==> config.mk <==
export PLATFORM = sky130hd
export DESIGN_NAME = neuron_layer_pingpong
export DESIGN_NICKNAME = d
export VERILOG_FILES = /design/src/rtl/neuron_layer_pingpong.sv
export SDC_FILE = /design/constraint.sdc
export NUM_CORES = 1
export LEC_CHECK = 0
export ABC_AREA = 0
export CORE_MARGIN = 5
export CORE_UTILIZATION = 34
export DETAILED_ROUTE_END_ITERATION = 8
export SLEW_MARGIN = 40
export SYNTH_ARGS = -nofsm -noshare
export SYNTH_HDL_FRONTEND = slang
export SYNTH_SLANG_ARGS = --single-unit
==> constraint.sdc <==
create_clock -name clk -period 5.15 [get_ports clk]
set_clock_uncertainty 0.05 [all_clocks]
set_input_delay 1.03 -clock clk [delete_from_list [all_inputs] [get_ports clk]]
set_output_delay 1.03 -clock clk [all_outputs]
set_load 0.02 [all_outputs]
==> src/rtl/neuron_layer_pingpong.sv <==
// neuron_layer_pingpong: double-buffered neuron layer register.
// Loads (overwrite or saturating accumulate) go to a hidden shadow bank while
// the active bank drives `values`; `commit` publishes the shadow atomically
// and clears it for the next fill.
module neuron_layer_pingpong #(
  parameter int SIZE     = 16,
  parameter int LAYER_SZ = 2
) (
  input  logic                            clk,
  input  logic                            rst_n,
  input  logic                            load_en,
  input  logic                            load_acc,
  input  logic [SIZE-1:0]                 load_value,
  input  logic [SIZE-1:0]                 load_address,
  input  logic                            commit,
  output logic [0:LAYER_SZ-1][SIZE-1:0]   values,
  output logic                            values_valid,
  output logic                            shadow_full,
  output logic                            load_err
);

  // Wide enough to hold both the full address and LAYER_SZ without truncation.
  localparam int unsigned AW = (SIZE > 32) ? SIZE : 32;

  typedef logic [0:LAYER_SZ-1][SIZE-1:0] bank_t;

  bank_t                active;
  bank_t                shadow;
  bank_t                shadow_next;
  logic [LAYER_SZ-1:0]  written;
  logic [LAYER_SZ-1:0]  written_next;
  logic [AW-1:0]        addr_ext;
  logic                 in_range;

  // Signed add at SIZE+1 bits; on overflow clamp to the extreme of the sign
  // carried by the extra bit, so wrap-around never reaches storage.
  function automatic logic [SIZE-1:0] sat_add(input logic [SIZE-1:0] a,
                                              input logic [SIZE-1:0] b);
    logic [SIZE:0] s;
    s = {a[SIZE-1], a} + {b[SIZE-1], b};
    if (s[SIZE] != s[SIZE-1])
      return s[SIZE] ? {1'b1, {(SIZE-1){1'b0}}} : {1'b0, {(SIZE-1){1'b1}}};
    return s[SIZE-1:0];
  endfunction

  assign addr_ext = AW'(load_address);
  assign in_range = addr_ext < AW'(LAYER_SZ);

  // Shadow after applying this cycle's write; also the data a same-cycle
  // commit publishes, so a load in the commit cycle is never lost.
  always_comb begin
    shadow_next  = shadow;
    written_next = written;
    for (int unsigned i = 0; i < LAYER_SZ; i++) begin
      if (load_en && in_range && (addr_ext == AW'(i))) begin
        shadow_next[i]  = load_acc ? sat_add(shadow[i], load_value) : load_value;
        written_next[i] = 1'b1;
      end
    end
  end

  // Bank storage, publish/clear on commit, and the registered error pulse.
  always_ff @(posedge clk or negedge rst_n) begin
    if (!rst_n) begin
      active       <= '0;
      shadow       <= '0;
      written      <= '0;
      values_valid <= 1'b0;
      load_err     <= 1'b0;
    end else begin
      load_err <= load_en && !in_range;
      if (commit) begin
        active       <= shadow_next;
        shadow       <= '0;
        written      <= '0;
        values_valid <= 1'b1;
      end else begin
        shadow  <= shadow_next;
        written <= written_next;
      end
    end
  end

  assign values      = active;
  assign shadow_full = &written;

endmodule

==> results of run 1 <==
-- layout by cell type, fill, tap and decap left out, types with 5 or more instances in the layout --
master and count:
a21o_1 9, o21ai_0 41, xor2_1 12, nor2_1 66, o22ai_1 17, dfrtp_1 68
a211o_1 6, a31oi_1 5, clkdlybuf4s50_1 69, a22oi_1 8, xnor2_1 13, inv_1 11
and3_1 14, nand2_1 37, ha_1 32, nor3_1 12, clkbuf_16 9, a211oi_1 5
a21oi_1 80, nand3_1 11, o211ai_1 8, buf_4 5, a211oi_2 5
-- worst min-delay path by stage --
stage              endpoint  slack, ns  cells after the start
2_1_floorplan    written[1]       0.41                      2
3_3_place_gp   values_valid       0.41                      1
3_5_place_dp   values_valid       0.41                      1
4_1_cts        values_valid       0.42                      1
5_1_grt        values_valid       0.43                      1
6_report       values_valid       0.41                      1
-- per-layer routing --
| layer | share of wire [%] | wire [um] | vias up | global-route usage (%) |
|---|---|---|---|---|
| li1 | - | - | 2168 | - |
| met4 | 1.9 | 244 | 0 | 6.49 |
| met2 | 45 | 5890 | 96 | 25.9 |
| met1 | 49 | 6380 | 2024 | 23.4 |
| met3 | 4.3 | 565 | 18 | 2.92 |
| met5 | 0 | 0 | - | 0 |
-- state kept, by name, summed over array words and instances (netlist names) --
register / cells
values_valid: 1
load_err: 1
written: 2
values: 32
shadow: 32
-- metrics by stage --
stage | instance area [sq um] | hold slack, ns | total power, W | cells | utilization, %
final | 5860 | 0.413 | 0.00132 | 793 | 42.7
after global routing | 5860 | 0.426 | 0.00138 | 793 | 42.7
after CTS | 5860 | 0.421 | 0.00134 | 793 | 42.7
after detailed placement | 5580 | 0.409 | 0.000751 | 777 | 40.6
after global placement | 5570 | 0.412 | 0.000749 | 777 | 40.6
after floorplan | 4720 | 0.408 | 0.000659 | 546 | -
-- kinds of logic (layout without fill, tap and decap cells) --
family                   count (synthesis)  in the layout
AO/OA/AOI/OAI                          220            220
buffers and inverters                   36            103
multiplexers                             2              2
adder cells (fa/ha/maj)                 34             34
flip-flops                              68             68
AND/OR/NAND/NOR                        161            161
XOR/XNOR                                25             25
-- layout make-up --
cell class | count | area share [%]
multi-input cells | 442 | 49.0
flip-flops and latches | 68 | 29.1
repair buffers | 75 | 12.5
clock buffers | 10 | 4.08
well taps | 180 | 3.85
inverters | 12 | 0.769
clock inverters | 6 | 0.684
-- power groups by stage --
| stage | Sequential (W) | Combinational, W | Clock (W) |
|---|---|---|---|
| 2_1_floorplan | 0.000575 | 0.0000844 | 0 |
| 3_3_place_gp | 0.000561 | 0.000187 | 0 |
| 3_5_place_dp | 0.000561 | 0.000190 | 0 |
| 4_1_cts | 0.000552 | 0.000191 | 0.000594 |
| 5_1_grt | 0.000553 | 0.000209 | 0.000620 |
| 6_report | 0.000552 | 0.000189 | 0.000579 |
==> metrics.md, run 1 <==
| Metric | Value |
|---|---|
| CP max stage delay | `0.55 ns` |
| Cell taking the most area after synthesis | `dfrtp_1` |
| Slack of the critical path | `1.05 ns` |
| Fin crit period | `4.10 ns` |
| Remaining Overflow, GRT | `0` |
| CTS Sinks | `68` |
| Clock group share of total power | `43.9%` |
| Worst skew pair latency | `0.34 ns` |
| Pwr per Cell Area | `225 nW/um^2` |
| Adder-Cell Fraction of Synth Area | `9.33%` |
| Post-synthesis simple-gate area fraction | `15.4%` |
| Clk slew on worst S/H paths | `0.06 ns` |
| Core area | `13700 sq um` |
| Synth area leaders | `dfrtp_1 36%, a21oi_1 8.5%, ha_1 8.5%` |
| Syn avg cell area | `8.64 sq um` |
| CTS Hold Bufs | `0` |
| CP Launch Type | `input port` |
| Post-synthesis sequential area ratio | `36.1%` |
| Slew Limit Headroom | `51.2%` |
| Die area | `16300 sq um` |
| Main combinational cell family by area after synthesis | `compound AO/OA/AOI/OAI gates` |
| Worst VDD drop | `0.000142 V` |
| Setup TNS | `0 ns` |
| Post-DP HPWL | `9840 um` |
| Mapped Area | `4720 sq um` |
| Final period utilization | `79.6%` |
| R2R cell count | `11` |
| Max-cap violations | `0` |
| DR iter-0 viols | `287` |
| Worst Path Class, Setup | `in -> reg` |
| Netlist cell types | `55` |
| Data arrival at the endpoint of the critical path | `4.24 ns` |
| Drt drc | `0` |
| RePlAce Congestion | `0.868` |
| CP max FO | `7` |
| Fillers | `1390` |
| Post-synth EDFFs | `0` |
| Slew Limit Fails | `0` |
| HP Class | `reg -> reg` |
| Final count of negative-setup-slack endpoints | `0` |
| Max Clk Rate | `0.244 GHz` |
| NetSw | `0.000359 W` |
| Routed len/inst | `16.5 um` |
| Crit path top cell by count | `a21oi_1` |
| CTS Buffer Depth | `2` |
| Critical Path Sink | `values[20]` |
| Nets | `679` |
| Largest net degree at the start of global routing | `68` |
| Total routed wirelength | `13100 um` |
| Leakage power | `2.56 nW` |
| Slowest-stage cell, CP | `clkdlybuf4s50_1` |
| Synthesis-to-finish area growth | `24.1%` |
| Synth warnings | `0` |
| TritonCTS clock tree | `built` |
| Multi-input gate area | `2870 sq um` |
| Critical path required time | `5.29 ns` |
| Xor/xnor share of the synthesized area | `4.64%` |
| Vias/cell | `5.43` |
| Internal | `0.000961 W` |
| Crit Reg-Reg Endpoint | `values[20]` |
| Slew @ Worst Pin | `0.730 ns` |
| CP cell instances | `clkdlybuf4s50_1 > ha_1 > a21oi_1 > o21bai_1 > a211oi_2 > a21o_1 > mux2i_1 > buf_4 > a21oi_2 > a22oi_1 > a21oi_1` |
| Via count | `4306` |
| Sequential Area | `1700 sq um` |
| Switching Share | `27.2%` |
| Top delay family on crit path | `compound AO/OA/AOI/OAI gates` |
| Ys flop type | `dfrtp_1` |
| Most frequent cells after synthesis | `80 x a21oi_1, 68 x dfrtp_1, 66 x nor2_1` |
| Global-route wire length before repair | `22200 um` |
| Number of global-route vias before repair | `4339` |
| Hold Violations, Final | `0` |
| PortBufs | `71` |
| Share of the synthesized area in the top cell type | `36.1%` |
| Site row count | `43` |
| Reg2reg start | `shadow[16]` |
| Most frequent cell after synthesis | `a21oi_1` |
| Seq cells post-synth | `68` |
| Initial core utilization | `34.4%` |
| CTS Buf Count | `9` |
| Cells after Synth | `546` |
| Worst Path Buf+Inv | `2` |
| Complex-gate fraction of the synthesized area | `31.0%` |
| CP startpoint | `load_value[8]` |
| Detailed-router iteration count before antenna repair | `4` |
| Net count after synthesis | `617` |
| Resized cells post-CTS | `0` |
| FFs w/ async S/R, synth | `100%` |
| Post-CTS Setup Inserts | `0` |
| Layout cell share with drive strength beyond 1 | `7.34%` |
| Die extent in x | `128 um` |
| GRT Util Overall | `16.8%` |
| I/O pin cnt | `72` |
| Comb power frac | `14.3%` |
| Setup crit end kind | `register` |
| Outcome | `completed` |
| Seq pwr share | `41.8%` |
| Initial antenna violation count | `0` |
| Diode count | `0` |
| Setup WS pre-CTS | `0.676 ns` |
| WP depth | `11` |
| R2R Setup Slk | `1.96 ns` |
| Mux share of post-synthesis cell area | `0.424%` |
| H-Tree Depth | `3` |
| Final ANT Viol Nets | `0` |
| Die Height | `128 um` |
| Clk root buf | `clkbuf_16` |
| RSZ-0062 raised after global routing | `false` |
| HP Start | `values_valid` |
No activity file was read; power rests on OpenSTA's default activity.
==> run 2: changes to the inputs <==
clock period = 4.2 ns   (was 5.15 ns; I/O delays follow)
==> metrics.md, run 2 (same netlist as run 1, synthesis figures left out) <==
| Metric | Value |
|---|---|
| TritonCTS clock tree | `built` |
| Initial antenna violation count | `0` |
| RePlAce Congestion | `0.901` |
| Final period utilization | `90.5%` |
| H-Tree Depth | `3` |
| Setup crit end kind | `register` |
| Worst Path Class, Setup | `in -> reg` |
| Comb power frac | `14.5%` |
| Top delay family on crit path | `compound AO/OA/AOI/OAI gates` |
| Setup WS pre-CTS | `0.0616 ns` |
| Setup TNS | `0 ns` |
| Slowest-stage cell, CP | `a2111oi_0` |
| Global-route wire length before repair | `22700 um` |
| Die extent in x | `128 um` |
| NetSw | `0.000420 W` |
| Vias/cell | `5.41` |
| Worst hold slack | `0.419 ns` |
| Seq pwr share | `40.7%` |
| Diode count | `0` |
| Max Clk Rate | `0.263 GHz` |
| Slack of the critical path | `0.401 ns` |
| Synthesis-to-finish area growth | `26.7%` |
| DR iter-0 viols | `241` |
| CP cell instances | `clkdlybuf4s50_1 > ha_1 > fa_1 > a211oi_1 > o211ai_1 > a2111oi_0 > xnor2_1 > a31oi_1 > o211ai_1 > a32oi_1 > a21oi_1` |
| Die area | `16300 sq um` |
| Nets | `695` |
| CP Launch Type | `input port` |
| PortBufs | `71` |
| Worst Path Buf+Inv | `1` |
| Final count of negative-setup-slack endpoints | `0` |
| CTS Hold Bufs | `0` |
| Outcome | `completed` |
| CTS Sinks | `68` |
| Fillers | `1420` |
| Clk slew on worst S/H paths | `0.05 ns` |
| CTS Buffer Depth | `2` |
| Detailed-router iteration count before antenna repair | `4` |
| Most common cell after layout, fill and taps aside | `a21oi_1` |
| Die Height | `128 um` |
| Slew @ Worst Pin | `0.755 ns` |
| Worst VDD drop | `0.000178 V` |
| Leakage power | `2.63 nW` |
| Clk root buf | `clkbuf_16` |
| Core area | `13700 sq um` |
| Fin crit period | `3.80 ns` |
| Total routed wirelength | `13800 um` |
| Remaining Overflow, GRT | `0` |
| Via count | `4371` |
| Switching Share | `25.3%` |
| Most frequent cells in the layout | `80 x a21oi_1, 69 x clkdlybuf4s50_1, 68 x dfrtp_1` |
| Largest net degree at the start of global routing | `44` |
| Number of global-route vias before repair | `4415` |
| Total power | `0.00166 W` |
| Core Util, Final | `43.6%` |
| Resized cells post-CTS | `0` |
| Pwr per Cell Area | `278 nW/um^2` |
| Worst skew pair latency | `0.34 ns` |
| Data arrival at the endpoint of the critical path | `3.96 ns` |
| CP max FO | `3` |
| Slew Limit Headroom | `49.7%` |
| RSZ-0062 raised after global routing | `false` |
| CP max stage delay | `0.56 ns` |
| Site row count | `43` |
| Clock group share of total power | `44.7%` |
| Layout cell share with drive strength beyond 1 | `8.60%` |
| Post-DP HPWL | `10700 um` |
| Routed len/inst | `17.1 um` |
| Crit path top cell by count | `o211ai_1` |
| Max-cap violations | `0` |
| GRT Util Overall | `17.5%` |
| Drt drc | `0` |
| I/O pin cnt | `72` |
| CTS Buf Count | `9` |
| HP Class | `reg -> reg` |
| Final ANT Viol Nets | `0` |
| Internal | `0.00124 W` |
| Initial core utilization | `34.4%` |
| Post-CTS Setup Inserts | `0` |
| Hold Violations, Final | `0` |
| Critical path required time | `4.36 ns` |
| Slew Limit Fails | `0` |
-- run 2: changes by cell type in the layout (fill, tap and decap cells not counted), sizes merged --
cell	change
clkinvlp	-1
clkbuf	+3
buf	+16
clkinv	-3
inv	-1
bufinv	+1
-- run 2: layer usage --
metal	vias up	track usage (%)	share of wire [%]	wire (um)
met5	-	0	0	0
met4	0	5.56	2.2	298
met3	19	4.46	4.5	621
met2	98	27.3	45	6280
met1	2065	23.7	48	6630
li1	2189	-	-	-
-- run 2: final timing paths --
path,startpoint,end,slack [ns],depth (start not counted)
setup reg to reg,shadow[0],values[14],1.04,10
hold / removal,values_valid,values_valid,0.42,1
setup / recovery,load_value[0],values[14],0.40,11
min in group asynchronous,rst_n,shadow[10],0.48,1
max in group asynchronous,rst_n,shadow[19],2.64,2
hold reg to reg,values_valid,values_valid,0.42,1
-- run 2: area by class of cell --
| type | instances | area, sq um | share of cell area, % |
|---|---|---|---|
| well taps | 180 | 225 | 3.77 |
| clock buffers | 13 | 250 | 4.19 |
| clock inverters | 2 | 35.0 | 0.586 |
| repair buffers | 91 | 851 | 14.2 |
| multi-input cells | 442 | 2870 | 48.0 |
| inverters | 12 | 45.0 | 0.754 |
| flip-flops and latches | 68 | 1700 | 28.5 |
-- run 2: metrics by stage --
step                instances  instance area, sq um
floorplan                 546                  4720
global placement          793                  5690
detailed placement        793                  5690
CTS                       808                  5980
global route              808                  5980
finish                    808                  5980
-- run 2: power groups by stage --
| stage | registers [W] | clock network, W | logic [W] |
|---|---|---|---|
| after floorplan | 0.000705 | 0 | 0.000103 |
| after global placement | 0.000688 | 0 | 0.000241 |
| after detailed placement | 0.000688 | 0 | 0.000244 |
| after CTS | 0.000677 | 0.000767 | 0.000245 |
| after global routing | 0.000678 | 0.000794 | 0.000266 |
| final | 0.000677 | 0.000744 | 0.000242 |
-- run 2: worst reg2reg max path, stage by stage, from the launching register on --
cell and delay, ns:
dfrtp_1 0.40, ha_1 0.24, fa_1 0.44, a211oi_1 0.31, o211ai_1 0.17, a2111oi_0 0.56
xnor2_1 0.16, a31oi_1 0.18, o211ai_1 0.11, a32oi_1 0.30, a21oi_1 0.11
==> run 3: changes to the inputs <==
CELL_PAD_IN_SITES_DETAIL_PLACEMENT = 0   (was unset)
CELL_PAD_IN_SITES_GLOBAL_PLACEMENT = 1   (was unset)
GPL_ROUTABILITY_DRIVEN = 0   (was unset)
PLACE_DENSITY_LB_ADDON = 0.1   (was unset)
==> metrics.md, run 3 (same netlist as run 1, synthesis figures left out) <==
| Metric | Value |
|---|---|
| Via count | `4346` |
| Slew Limit Fails | `0` |
| Leakage power | `2.64 nW` |
| Die extent in x | `128 um` |
| Final instance area | `6000 sq um` |
| Post-DP HPWL | `11200 um` |
| Global-route wire length before repair | `23600 um` |
| Hold Violations, Final | `0` |
| Internal | `0.00126 W` |
| Largest net degree at the start of global routing | `69` |
| CP cell instances | `clkdlybuf4s50_1 > ha_1 > fa_1 > a211oi_1 > o211ai_1 > a2111oi_0 > xnor2_1 > a31oi_1 > o211ai_1 > a32oi_1 > a21oi_1` |
| Switching Share | `25.5%` |
| Data arrival at the endpoint of the critical path | `3.81 ns` |
| Slew @ Worst Pin | `0.665 ns` |
| CTS Hold Bufs | `0` |
| Total routed wirelength | `14400 um` |
| Die Height | `128 um` |
| DR iter-0 viols | `232` |
| Remaining Overflow, GRT | `0` |
| Core Util, Final | `43.8%` |
| Critical path required time | `4.35 ns` |
| Vias/cell | `5.37` |
| Resized cells post-CTS | `0` |
| I/O pin cnt | `72` |
| PortBufs | `71` |
| Most common cell after layout, fill and taps aside | `a21oi_1` |
| Layout cell share with drive strength beyond 1 | `9.22%` |
| Clk slew on worst S/H paths | `0.06 ns` |
| Final ANT Viol Nets | `0` |
| Most frequent cells in the layout | `80 x a21oi_1, 69 x clkdlybuf4s50_1, 68 x dfrtp_1` |
| Worst Path Buf+Inv | `1` |
| CTS Buf Count | `9` |
| Crit path top cell by count | `o211ai_1` |
| Die area | `16300 sq um` |
| Routed len/inst | `17.8 um` |
| Final count of negative-setup-slack endpoints | `0` |
| Seq pwr share | `40.0%` |
| Final period utilization | `87.2%` |
| Outcome | `completed` |
| Area after DPL | `5700 sq um` |
| Pwr per Cell Area | `282 nW/um^2` |
| Post-CTS Setup Inserts | `0` |
| Initial core utilization | `34.4%` |
| Worst skew pair latency | `0.34 ns` |
| TritonCTS clock tree | `built` |
| CTS Sinks | `68` |
| Detailed-router iteration count before antenna repair | `4` |
| Max-cap violations | `0` |
| CTS Buffer Depth | `2` |
| Setup TNS | `0 ns` |
| Initial antenna violation count | `0` |
| NetSw | `0.000431 W` |
| Nets | `695` |
| Worst VDD drop | `0.000140 V` |
| Setup crit end kind | `register` |
| Site row count | `43` |
| Number of global-route vias before repair | `4374` |
| CP max stage delay | `0.50 ns` |
| GRT Util Overall | `18.2%` |
| Worst Path Class, Setup | `in -> reg` |
| Top delay family on crit path | `compound AO/OA/AOI/OAI gates` |
| Multi-input gate area | `2870 sq um` |
| HP Class | `reg -> reg` |
| Drt drc | `0` |
| Fillers | `1394` |
| Fin crit period | `3.66 ns` |
| CP Launch Type | `input port` |
| H-Tree Depth | `3` |
| Sequential Area | `1700 sq um` |
| Clk root buf | `clkbuf_16` |
| Slew Limit Headroom | `55.6%` |
| Core area | `13700 sq um` |
| Synthesis-to-finish area growth | `27.2%` |
| CP max FO | `3` |
| Slowest-stage cell, CP | `a2111oi_0` |
| Diode count | `0` |
| Comb power frac | `14.5%` |
| Max Clk Rate | `0.273 GHz` |
| Clock group share of total power | `45.4%` |
| RSZ-0062 raised after global routing | `false` |
[run 3: changes by cell type in the layout (fill, tap and decap cells not counted), sizes merged]
cell	previous run	this run
clkinvlp	0	1
clkbuf	13	12
clkinv	2	3
[run 3: path summary, 6_finish.rpt]
| path | from | end | slack (ns) | cells past startpoint |
|---|---|---|---|---|
| worst min register to register | values_valid | values_valid | 0.42 | 1 |
| min in group asynchronous | rst_n | values[11] | 0.43 | 1 |
| worst max-delay path | load_value[0] | values[14] | 0.54 | 11 |
| max in group asynchronous | rst_n | shadow[1] | 3.17 | 1 |
| worst min-delay path | values_valid | values_valid | 0.42 | 1 |
| worst max register to register | shadow[0] | values[14] | 1.11 | 10 |
[run 3: area by class of cell]
class | count | area share, %
Clock buffer | 12 | 4.27
Clock inverter | 4 | 0.792
Inverter | 12 | 0.750
Multi-Input combinational cell | 442 | 47.8
Sequential cell | 68 | 28.3
Tap cell | 180 | 3.75
Timing Repair Buffer | 91 | 14.3
[run 3: metrics by stage]
stage | hold slack, ns | cells | setup WS [ns] | power [W]
floorplan | 0.408 | 546 | 1.07 | 0.000808
global placement | 0.398 | 793 | 0.244 | 0.000934
detailed placement | 0.408 | 793 | 0.157 | 0.000936
CTS | 0.421 | 809 | 0.506 | 0.00172
global route | 0.440 | 809 | 0.249 | 0.00177
finish | 0.417 | 809 | 0.536 | 0.00169
[run 3: routing by layer]
layer	wire length [um]	up-vias	track usage, %	part of all wire (%)
met2	6220	96	27.1	43
met1	7090	2026	25.9	49
met5	0	-	0	0
met3	655	27	2.96	4.5
li1	-	2197	-	-
met4	471	0	8.05	3.3
[run 3: power by group through the flow]
stage                     Sequential [W]  Clock, W  Combinational [W]
after global routing            0.000679  0.000822           0.000270
after floorplan                 0.000705         0           0.000103
final                           0.000677  0.000769           0.000246
after CTS                       0.000677  0.000790           0.000250
after global placement          0.000688         0           0.000246
after detailed placement        0.000688         0           0.000248
[run 3: worst reg2reg max path, delay by kind of cell, from the launching register on]
family / cells / cell delay [ns]
DFF: 1 / 0.41
xor gates and xnor gates: 1 / 0.16
adders and majority gates: 2 / 0.66
AOI/OAI and AO/OA: 7 / 1.67
